**src/rtl/updown_mod_counter_if.sv**
```systemverilog
// Control/status bundle for updown_mod_counter.
// master: drives ce/load_n/up_down/data_load/limit/step/sat_en/clr_flags and observes status.
// slave:  the counter; drives count_out/zero/at_limit/tc/wrap_flag/load_err.
interface updown_mod_counter_if #(
  parameter int WIDTH  = 8,
  parameter int STEP_W = 4
);
  logic              ce;
  logic              load_n;
  logic              up_down;
  logic [WIDTH-1:0]  data_load;
  logic [WIDTH-1:0]  limit;
  logic [STEP_W-1:0] step;
  logic              sat_en;
  logic              clr_flags;
  logic [WIDTH-1:0]  count_out;
  logic              zero;
  logic              at_limit;
  logic              tc;
  logic              wrap_flag;
  logic              load_err;

  modport master (
    output ce, load_n, up_down, data_load, limit, step, sat_en, clr_flags,
    input  count_out, zero, at_limit, tc, wrap_flag, load_err
  );

  modport slave (
    input  ce, load_n, up_down, data_load, limit, step, sat_en, clr_flags,
    output count_out, zero, at_limit, tc, wrap_flag, load_err
  );
endinterface

```
**src/rtl/updown_mod_counter.sv**
```systemverilog
// Up/down modulo counter with runtime limit, programmable step, wrap/saturate,
// one-cycle terminal-count pulse and sticky wrap/load-error flags.
// Ports: clk, rst_n (async active-low), bus (updown_mod_counter_if.slave).
module updown_mod_counter #(
  parameter int WIDTH  = 8,
  parameter int STEP_W = 4
) (
  input  logic                  clk,
  input  logic                  rst_n,
  updown_mod_counter_if.slave   bus
);
  // One extra bit so count+step and limit+1 never truncate at 2^WIDTH.
  localparam int EW = WIDTH + 1;
  localparam logic [EW-1:0] ONE_E = EW'(1);

  logic [WIDTH-1:0] count_r;
  logic             tc_r;
  logic             wrap_flag_r;
  logic             load_err_r;

  logic [EW-1:0]    cnt_e;
  logic [EW-1:0]    lim_e;
  logic [EW-1:0]    s_e;
  logic [EW-1:0]    sum_e;
  logic [EW-1:0]    wrap_up_e;
  logic [EW-1:0]    under_e;
  logic [WIDTH-1:0] next_cnt;
  logic             evt;
  logic             ld_over;

  always_comb begin
    cnt_e     = {1'b0, count_r};
    lim_e     = {1'b0, bus.limit};
    s_e       = {{(EW-STEP_W){1'b0}}, bus.step};
    sum_e     = cnt_e + s_e;
    wrap_up_e = sum_e - lim_e - ONE_E;
    // Amount by which a down step passes below zero, minus one.
    under_e   = s_e - cnt_e - ONE_E;
    next_cnt  = count_r;
    evt       = 1'b0;
    ld_over   = (bus.data_load > bus.limit);

    // step=0 is a pure hold, even when count_r sits above a lowered limit.
    if (bus.ce && (bus.step != '0)) begin
      if (bus.up_down) begin
        if (sum_e <= lim_e) begin
          next_cnt = sum_e[WIDTH-1:0];
        end else begin
          evt = 1'b1;
          if (bus.sat_en)              next_cnt = bus.limit;
          else if (wrap_up_e > lim_e)  next_cnt = '0;
          else                         next_cnt = wrap_up_e[WIDTH-1:0];
        end
      end else begin
        if (s_e <= cnt_e) begin
          next_cnt = count_r - WIDTH'(bus.step);
        end else begin
          evt = 1'b1;
          if (bus.sat_en)              next_cnt = '0;
          else if (under_e > lim_e)    next_cnt = bus.limit;
          else                         next_cnt = bus.limit - under_e[WIDTH-1:0];
        end
      end
    end
  end

  always_ff @(posedge clk or negedge rst_n) begin
    if (!rst_n) begin
      count_r     <= '0;
      tc_r        <= 1'b0;
      wrap_flag_r <= 1'b0;
      load_err_r  <= 1'b0;
    end else if (!bus.load_n) begin
      count_r     <= ld_over ? bus.limit : bus.data_load;
      tc_r        <= 1'b0;
      // Set beats clear on each flag independently.
      load_err_r  <= ld_over ? 1'b1 : (bus.clr_flags ? 1'b0 : load_err_r);
      wrap_flag_r <= bus.clr_flags ? 1'b0 : wrap_flag_r;
    end else begin
      count_r     <= next_cnt;
      tc_r        <= evt;
      wrap_flag_r <= evt ? 1'b1 : (bus.clr_flags ? 1'b0 : wrap_flag_r);
      load_err_r  <= bus.clr_flags ? 1'b0 : load_err_r;
    end
  end

  assign bus.count_out = count_r;
  assign bus.tc        = tc_r;
  assign bus.wrap_flag = wrap_flag_r;
  assign bus.load_err  = load_err_r;
  assign bus.zero      = (count_r == '0);
  assign bus.at_limit  = (count_r == bus.limit);
endmodule
```
**src/flat_wrapper.sv**
```systemverilog
// flat-port wrapper written by rule: the top's interface ports become plain ports
module updown_mod_counter_flat 
#(
  parameter int WIDTH  = 8,
  parameter int STEP_W = 4
)
  (clk, rst_n, bus_ce, bus_load_n, bus_up_down, bus_data_load, bus_limit, bus_step, bus_sat_en, bus_clr_flags, bus_count_out, bus_zero, bus_at_limit, bus_tc, bus_wrap_flag, bus_load_err);
  updown_mod_counter_if #(.WIDTH(WIDTH), .STEP_W(STEP_W)) bus_i ();
  input  logic clk;
  input  logic rst_n;
  input wire logic [$bits(bus_i.ce)-1:0] bus_ce;
  input wire logic [$bits(bus_i.load_n)-1:0] bus_load_n;
  input wire logic [$bits(bus_i.up_down)-1:0] bus_up_down;
  input wire logic [$bits(bus_i.data_load)-1:0] bus_data_load;
  input wire logic [$bits(bus_i.limit)-1:0] bus_limit;
  input wire logic [$bits(bus_i.step)-1:0] bus_step;
  input wire logic [$bits(bus_i.sat_en)-1:0] bus_sat_en;
  input wire logic [$bits(bus_i.clr_flags)-1:0] bus_clr_flags;
  output wire logic [$bits(bus_i.count_out)-1:0] bus_count_out;
  output wire logic [$bits(bus_i.zero)-1:0] bus_zero;
  output wire logic [$bits(bus_i.at_limit)-1:0] bus_at_limit;
  output wire logic [$bits(bus_i.tc)-1:0] bus_tc;
  output wire logic [$bits(bus_i.wrap_flag)-1:0] bus_wrap_flag;
  output wire logic [$bits(bus_i.load_err)-1:0] bus_load_err;
  assign bus_i.ce = bus_ce;
  assign bus_i.load_n = bus_load_n;
  assign bus_i.up_down = bus_up_down;
  assign bus_i.data_load = bus_data_load;
  assign bus_i.limit = bus_limit;
  assign bus_i.step = bus_step;
  assign bus_i.sat_en = bus_sat_en;
  assign bus_i.clr_flags = bus_clr_flags;
  assign bus_count_out = bus_i.count_out;
  assign bus_zero = bus_i.zero;
  assign bus_at_limit = bus_i.at_limit;
  assign bus_tc = bus_i.tc;
  assign bus_wrap_flag = bus_i.wrap_flag;
  assign bus_load_err = bus_i.load_err;
  updown_mod_counter #(.WIDTH(WIDTH), .STEP_W(STEP_W)) u_core (.clk(clk), .rst_n(rst_n), .bus(bus_i));
endmodule
```
**config.mk**
```make
export PLATFORM = sky130hd
export DESIGN_NAME = updown_mod_counter_flat
export DESIGN_NICKNAME = d
export VERILOG_FILES = /design/src/rtl/updown_mod_counter_if.sv /design/src/rtl/updown_mod_counter.sv /design/src/flat_wrapper.sv
export SDC_FILE = /design/constraint.sdc
export NUM_CORES = 1
export LEC_CHECK = 0
export ABC_AREA = 1
export ABC_CLOCK_PERIOD_IN_PS = 4650
export CAP_MARGIN = 20
export CORE_UTILIZATION = 55
export CTS_CLUSTER_DIAMETER = 200
export CTS_CLUSTER_SIZE = 16
export DETAILED_ROUTE_END_ITERATION = 6
export GPL_TIMING_DRIVEN = 0
export PLACE_DENSITY = 0.8
export SETUP_SLACK_MARGIN = 0.4
export SYNTH_ARGS = -nofsm -noshare
export SYNTH_HDL_FRONTEND = slang
export SYNTH_SLANG_ARGS = --single-unit
```
**constraint.sdc**
```tcl
create_clock -name clk -period 4.65 [get_ports clk]
set_input_delay 1.1625 -clock clk [delete_from_list [all_inputs] [get_ports clk]]
set_output_delay 1.1625 -clock clk [all_outputs]
set_load 0.05 [all_outputs]
```
# Word-level counts from Yosys, hierarchy flattened
# Index checks and enable logic that the tools add are counted.
# totals
output_inout_bits	13
wordCells	42
inputBits	27
reg_bits	11
# classes
order_cmp	5
addsub	7
eq_ne	2
reduce_logical	3
n_mux	21
# ops
op	n
8-bit two-way mux	10
9-bit by 8-bit greater-than comparator with 1-bit output	2
9-bit by 1-bit subtractor with 9-bit output (second input constant)	2
1-bit two-way mux	11
8-bit by 4-bit adder with 9-bit output	1
9-bit by 8-bit <= comparator with 1-bit output	1
4-bit by 8-bit subtractor with 9-bit output	1
9-bit by 8-bit subtractor with 9-bit output	1
8-bit equality test	1
8-bit greater-than comparator	1
4-bit by 8-bit <= comparator with 1-bit output	1
8-bit logical NOT	1
8-bit by 4-bit subtractor with 8-bit output	1
8-bit subtractor	1
4-bit nonzero test	1
2-bit by 1-bit inequality test with 1-bit output (second input constant)	1
1-bit logical AND	1

# Longest topological paths before layout
# Gate-level depths: netlist of run 1.
# depth
ltp_word	10
mapped_depth	30
ltp_nobuf	30

# Worst setup path after synthesis of run 1
# Ideal clock, no wire load.
# synth_path
kind	in2reg
from	in bus_step[0]
to	reg u_core.count_r[1], in the netlist u_core.bus.count_out[1]
slack_ns	0.621
setup_time_ns	0.117
path_stages	23
t_arrival_ns	3.912
path_cell_list	ha_1 fa_1 nand3_1 nand2_2 xor2_1 ha_1 a21oi_1 o21ai_0 xor2_1 ha_1 nand2_1 inv_1 nand2_1 nand2_1 nand2_1 nand2_1 nand2_1 nand3_1 nand3_1 nand2_1 nand2_1 nand2_1 nand2_1
# synth_via
elab_chain_cells	10
# synth_rtl
element	line	source
start: declaration	flat_wrapper.sv:16	input wire logic [$bits(bus_i.step)-1:0] bus_step;
8-bit by 4-bit adder with 9-bit output	updown_mod_counter.sv:35	sum_e = cnt_e + s_e;
9-bit by 8-bit subtractor with 9-bit output	updown_mod_counter.sv:36	wrap_up_e = sum_e - lim_e - ONE_E;
9-bit by 1-bit subtractor with 9-bit output	updown_mod_counter.sv:36	
9-bit by 8-bit greater-than comparator with 1-bit output	updown_mod_counter.sv:51	else if (wrap_up_e > lim_e) next_cnt = '0;
8-bit two-way mux	updown_mod_counter.sv:51	
8-bit two-way mux	updown_mod_counter.sv:50	if (bus.sat_en) next_cnt = bus.limit;
8-bit two-way mux	updown_mod_counter.sv:46	if (sum_e <= lim_e) begin
8-bit two-way mux	updown_mod_counter.sv:45	if (bus.up_down) begin
8-bit two-way mux	updown_mod_counter.sv:44	if (bus.ce && (bus.step != '0)) begin
8-bit two-way mux	updown_mod_counter.sv:73	end else if (!bus.load_n) begin
end signal: assignment	updown_mod_counter.sv:74	count_r <= ld_over ? bus.limit : bus.data_load;
end signal: assignment	updown_mod_counter.sv:80	count_r <= next_cnt;
end: declaration	updown_mod_counter.sv:16	logic [WIDTH-1:0] count_r;
# Parallel ways exist; a longest one is shown, timed or not. The select of a mux whose other input is x is not followed.
# A chain may end at the register's enable or synchronous reset.

# Worst setup path in the final report of run 1
# layout_path
from	in bus_limit[0]
to	reg u_core.count_r[0], in the netlist u_core.bus.count_out[0]
# layout_via
elab_chain_cells	9
# layout_rtl
element	line	source
start: declaration	flat_wrapper.sv:15	input wire logic [$bits(bus_i.limit)-1:0] bus_limit;
9-bit by 8-bit subtractor with 9-bit output	updown_mod_counter.sv:36	
9-bit by 1-bit subtractor with 9-bit output	updown_mod_counter.sv:36	
9-bit by 8-bit greater-than comparator with 1-bit output	updown_mod_counter.sv:51	
8-bit two-way mux	updown_mod_counter.sv:51	
8-bit two-way mux	updown_mod_counter.sv:50	
8-bit two-way mux	updown_mod_counter.sv:46	
8-bit two-way mux	updown_mod_counter.sv:45	
8-bit two-way mux	updown_mod_counter.sv:44	
8-bit two-way mux (*)	updown_mod_counter.sv:73	
# Every way passes the cells marked *; elsewhere a longest branch is shown, timed or not. The select of a mux whose other input is x is not followed.

==> results of run 1 <==
[registers in the layout, indices dropped and copies added, names as in the netlist]
| signal | cells |
|---|---|
| u_core.bus.count_out | 8 |
| u_core.bus.load_err | 1 |
| u_core.bus.tc | 1 |
| u_core.bus.wrap_flag | 1 |
[per-stage QoR]
step                      hold WS (ns)  util, %  std cells
after floorplan                  0.761        -        538
after global placement           0.525     65.7        647
after detailed placement         0.538     65.7        647
after CTS                        0.544     69.7        657
after global routing             0.588     73.7        668
final                            0.544     73.7        668
[tightest hold or removal path, cell delays in order (launching register included)]
cell     delay, ns
dfrtp_1       0.38
inv_1         0.06
o22ai_1       0.07
[path summary, 6_finish.rpt]
kind | from | end | cells after the start
worst max-delay path | bus_limit[0] | u_core.bus.count_out[0] | 22
worst min-delay path | u_core.bus.wrap_flag | u_core.bus.wrap_flag | 2
worst max register to register | u_core.bus.count_out[1] | u_core.bus.count_out[0] | 27
worst min register to register | u_core.bus.wrap_flag | u_core.bus.wrap_flag | 2
max in group asynchronous | rst_n | u_core.bus.load_err | 1
min in group asynchronous | rst_n | u_core.bus.count_out[2] | 1
[final cells by class]
class	instances	share of cell area, %
plain buffers	9	1.55
multi-input cells	421	67.5
flip-flops and latches	11	6.70
well taps	72	2.19
repair buffers	54	11.8
clock buffers	4	1.10
inverters	97	9.20
[metal layers]
layer	routed length (microns)	GRT usage, %
met5	0	0
met4	305	8.33
met3	732	3.14
met2	5090	59.6
met1	4620	44.0
[cells by family (layout without fill, tap and decap cells)]
kind of cell | after synthesis | count (layout) | share of synthesized area [%]
buf+inv | 106 | 164 | 13.2
fa+ha+maj | 54 | 54 | 22.0
compound gates | 68 | 68 | 12.3
simple gates | 277 | 277 | 37.8
flops | 11 | 11 | 8.59
xor+xnor | 22 | 22 | 6.01
[power by group through the flow]
stage	logic (uW)	registers (uW)	clock network [uW]
2_1_floorplan	898	201	0
3_3_place_gp	1240	145	0
3_5_place_dp	1270	145	0
4_1_cts	1390	144	94.8
5_1_grt	1690	148	100
6_report	1560	147	92.4
[synthesized netlist by cell type, drive strengths merged]
library cell,count
nand2,180
and2,1
xnor2,8
buf,7
ha,50
clkbuf,2
o22ai,10
nand4,6
o211ai,1
a21oi,32
nor2,29
nand3,54
nor3,3
a21boi,1
a21o,2
o21bai,2
dfrtp,11
o21ai,17
inv,97
nand3b,2
or2,2
a31oi,2
o31ai,1
fa,4
xor2,14
[repair_timing]
item | in CTS | in global routing
endpoints found under the hold margin | 0 | 0
hold buffers | 0 | 0
resized for setup | 32 | 49
setup endpoints to repair | 9 | 9
buffers inserted | 6 | 11
pin swaps | 12 | 18
==> impl_metrics.yaml, run 1 <==
routing:
  num_vias: 3754
  drt_iter0_markers: 344
  detail-route-antenna-nets: 0
  first_pass_iters: 5
  routedWlPerCell_microns: 16.1
  drcViolationCount: 0
  wirelength_mm: 10.8
  viasPerCell: 5.62
die:
  initial_core_util_pct: 57.5
  ios: 40
  dieArea_sq_um: 6140
  coreArea_sq_um: 5570
  die_x_microns: 78.3
  num_rows: 27
  die_h_microns: 78.3
global_routing:
  track_usage_pct: 33.8
  grt_pass1_wl_mm: 16.3
  grt_pass1_vias: 3444
  grt-ovfl-total: 0
  antenna_found_initial: 0
  grt_start_max_net_pins: 12
power:
  seqPwrFrac_pct: 8.2
  vdd_ir_drop_max_mv: 0.363
  pwr-share-clk_pct: 5.1
  power.density_nw_per_um2: 437
  p_leak_uw: 0.00225
  p_comb_share_pct: 86.7
  p_sw_uw: 1010
  swShare_pct: 56.3
  power_uw: 1790
  intPower_uw: 785
yosys:
  ys_types: 40
  synthesis.nets: 619
  syn_avg_cell_area_sq_um: 5.96
  yosys_warnings: 0
  synth_top_area_cell: "nand2_1"
  synth_seq_cells: 11
  yosysSeqAreaShare_pct: 8.59
  synth_area_sq_um: 3200
  postSynthCellCount: 538
  synth_top_area_share_pct: 20.4
  ys_top_cells_by_area: "nand2_1, ha_1, inv_1"
critical_path:
  worst-r2r-setup-slack_ns: 0.86
  crit_family: "simple AND/OR/NAND/NOR gates"
  cp_common_cell: "nand2_1"
  required_ns: 4.77
  startpoint_type: "input port"
  cp-end-kind: "flop"
  critPathBufInv: 3
  cp_max_fo: 8
  cp_slowest_stage_delay_ns: 0.45
  arrival_ns: 4.29
  cp_slowest_cell: "clkdlybuf4s15_1"
  criticalPathCategory: "in2reg"
  crit_path_cell_trace: "clkdlybuf4s15_1 > inv_1 > ha_1 > fa_2 > nand3_1 > nand2_2 > xor2_2 > ha_1 > nand2_1 > nor2_2 > nand2_1 > nand3_1 > nand2_1 > nand2_1 > nand2_1 > nand2_1 > nand2_4 > buf_4 > nand3_1 > nand3_1 > nand3_1 > nand2_1"
cts:
  clkLatencyLatePin_ns: 0.23
  cts.path.max_buffers: 2
  cts_buffers: 3
  htreeDepth: 1
  cts_root_buffer: "clkbuf_8"
  clock-sinks: 11
  cts_tree: "yes"
  clkTransAtPathRegs_ns: 0.05
place:
  gp_congestion: 0.993
  placed_area_sq_um: 3660
  port_buffers: 37
  dpl.hpwl_mm: 8.18
  pre_cts_ws_ns: -0.440
final_layout:
  final_area_sq_um: 4110
  mostFrequentLayoutCells: "nand2_1, inv_1, nand3_1"
  syn2layout_area_growth_pct: 28.2
  antenna-diode-count: 0
  layout.nets: 678
  fillers: 471
  layout_commonest_cell: "nand2_1"
  seqCellArea_sq_um: 275
  multiInputGateArea_sq_um: 2770
  drive_above_1_share_pct: 16.4
worst_hold_path:
  hold_path_class: "reg2reg"
timing:
  final_max_slew_viol_count: 0
  hold_violations: 0
  period_share_pct: 89.7
  setup_viol: 0
  fin_setup_tns_ns: 0
  worstMarginPinSlew_ns: 0.571
  layout_setup_ws_ns: 0.480
  period_needed_ns: 4.17
  finalClockSkew_ns: 0.00219
  fmax_mhz: 240
  slew_headroom_pct: 62.0
  rsz0062_at_grt: "true"
status:
  outcome: "finished, final reports clean"
run:
  max-cap-violations: 0
(Power assumes the default switching activity.)
==> run 2: changes to the inputs <==
CAP_MARGIN = default   (was 20)
==> results of run 2 <==
Final layout, timing and power as in run 1 (identical DEF).
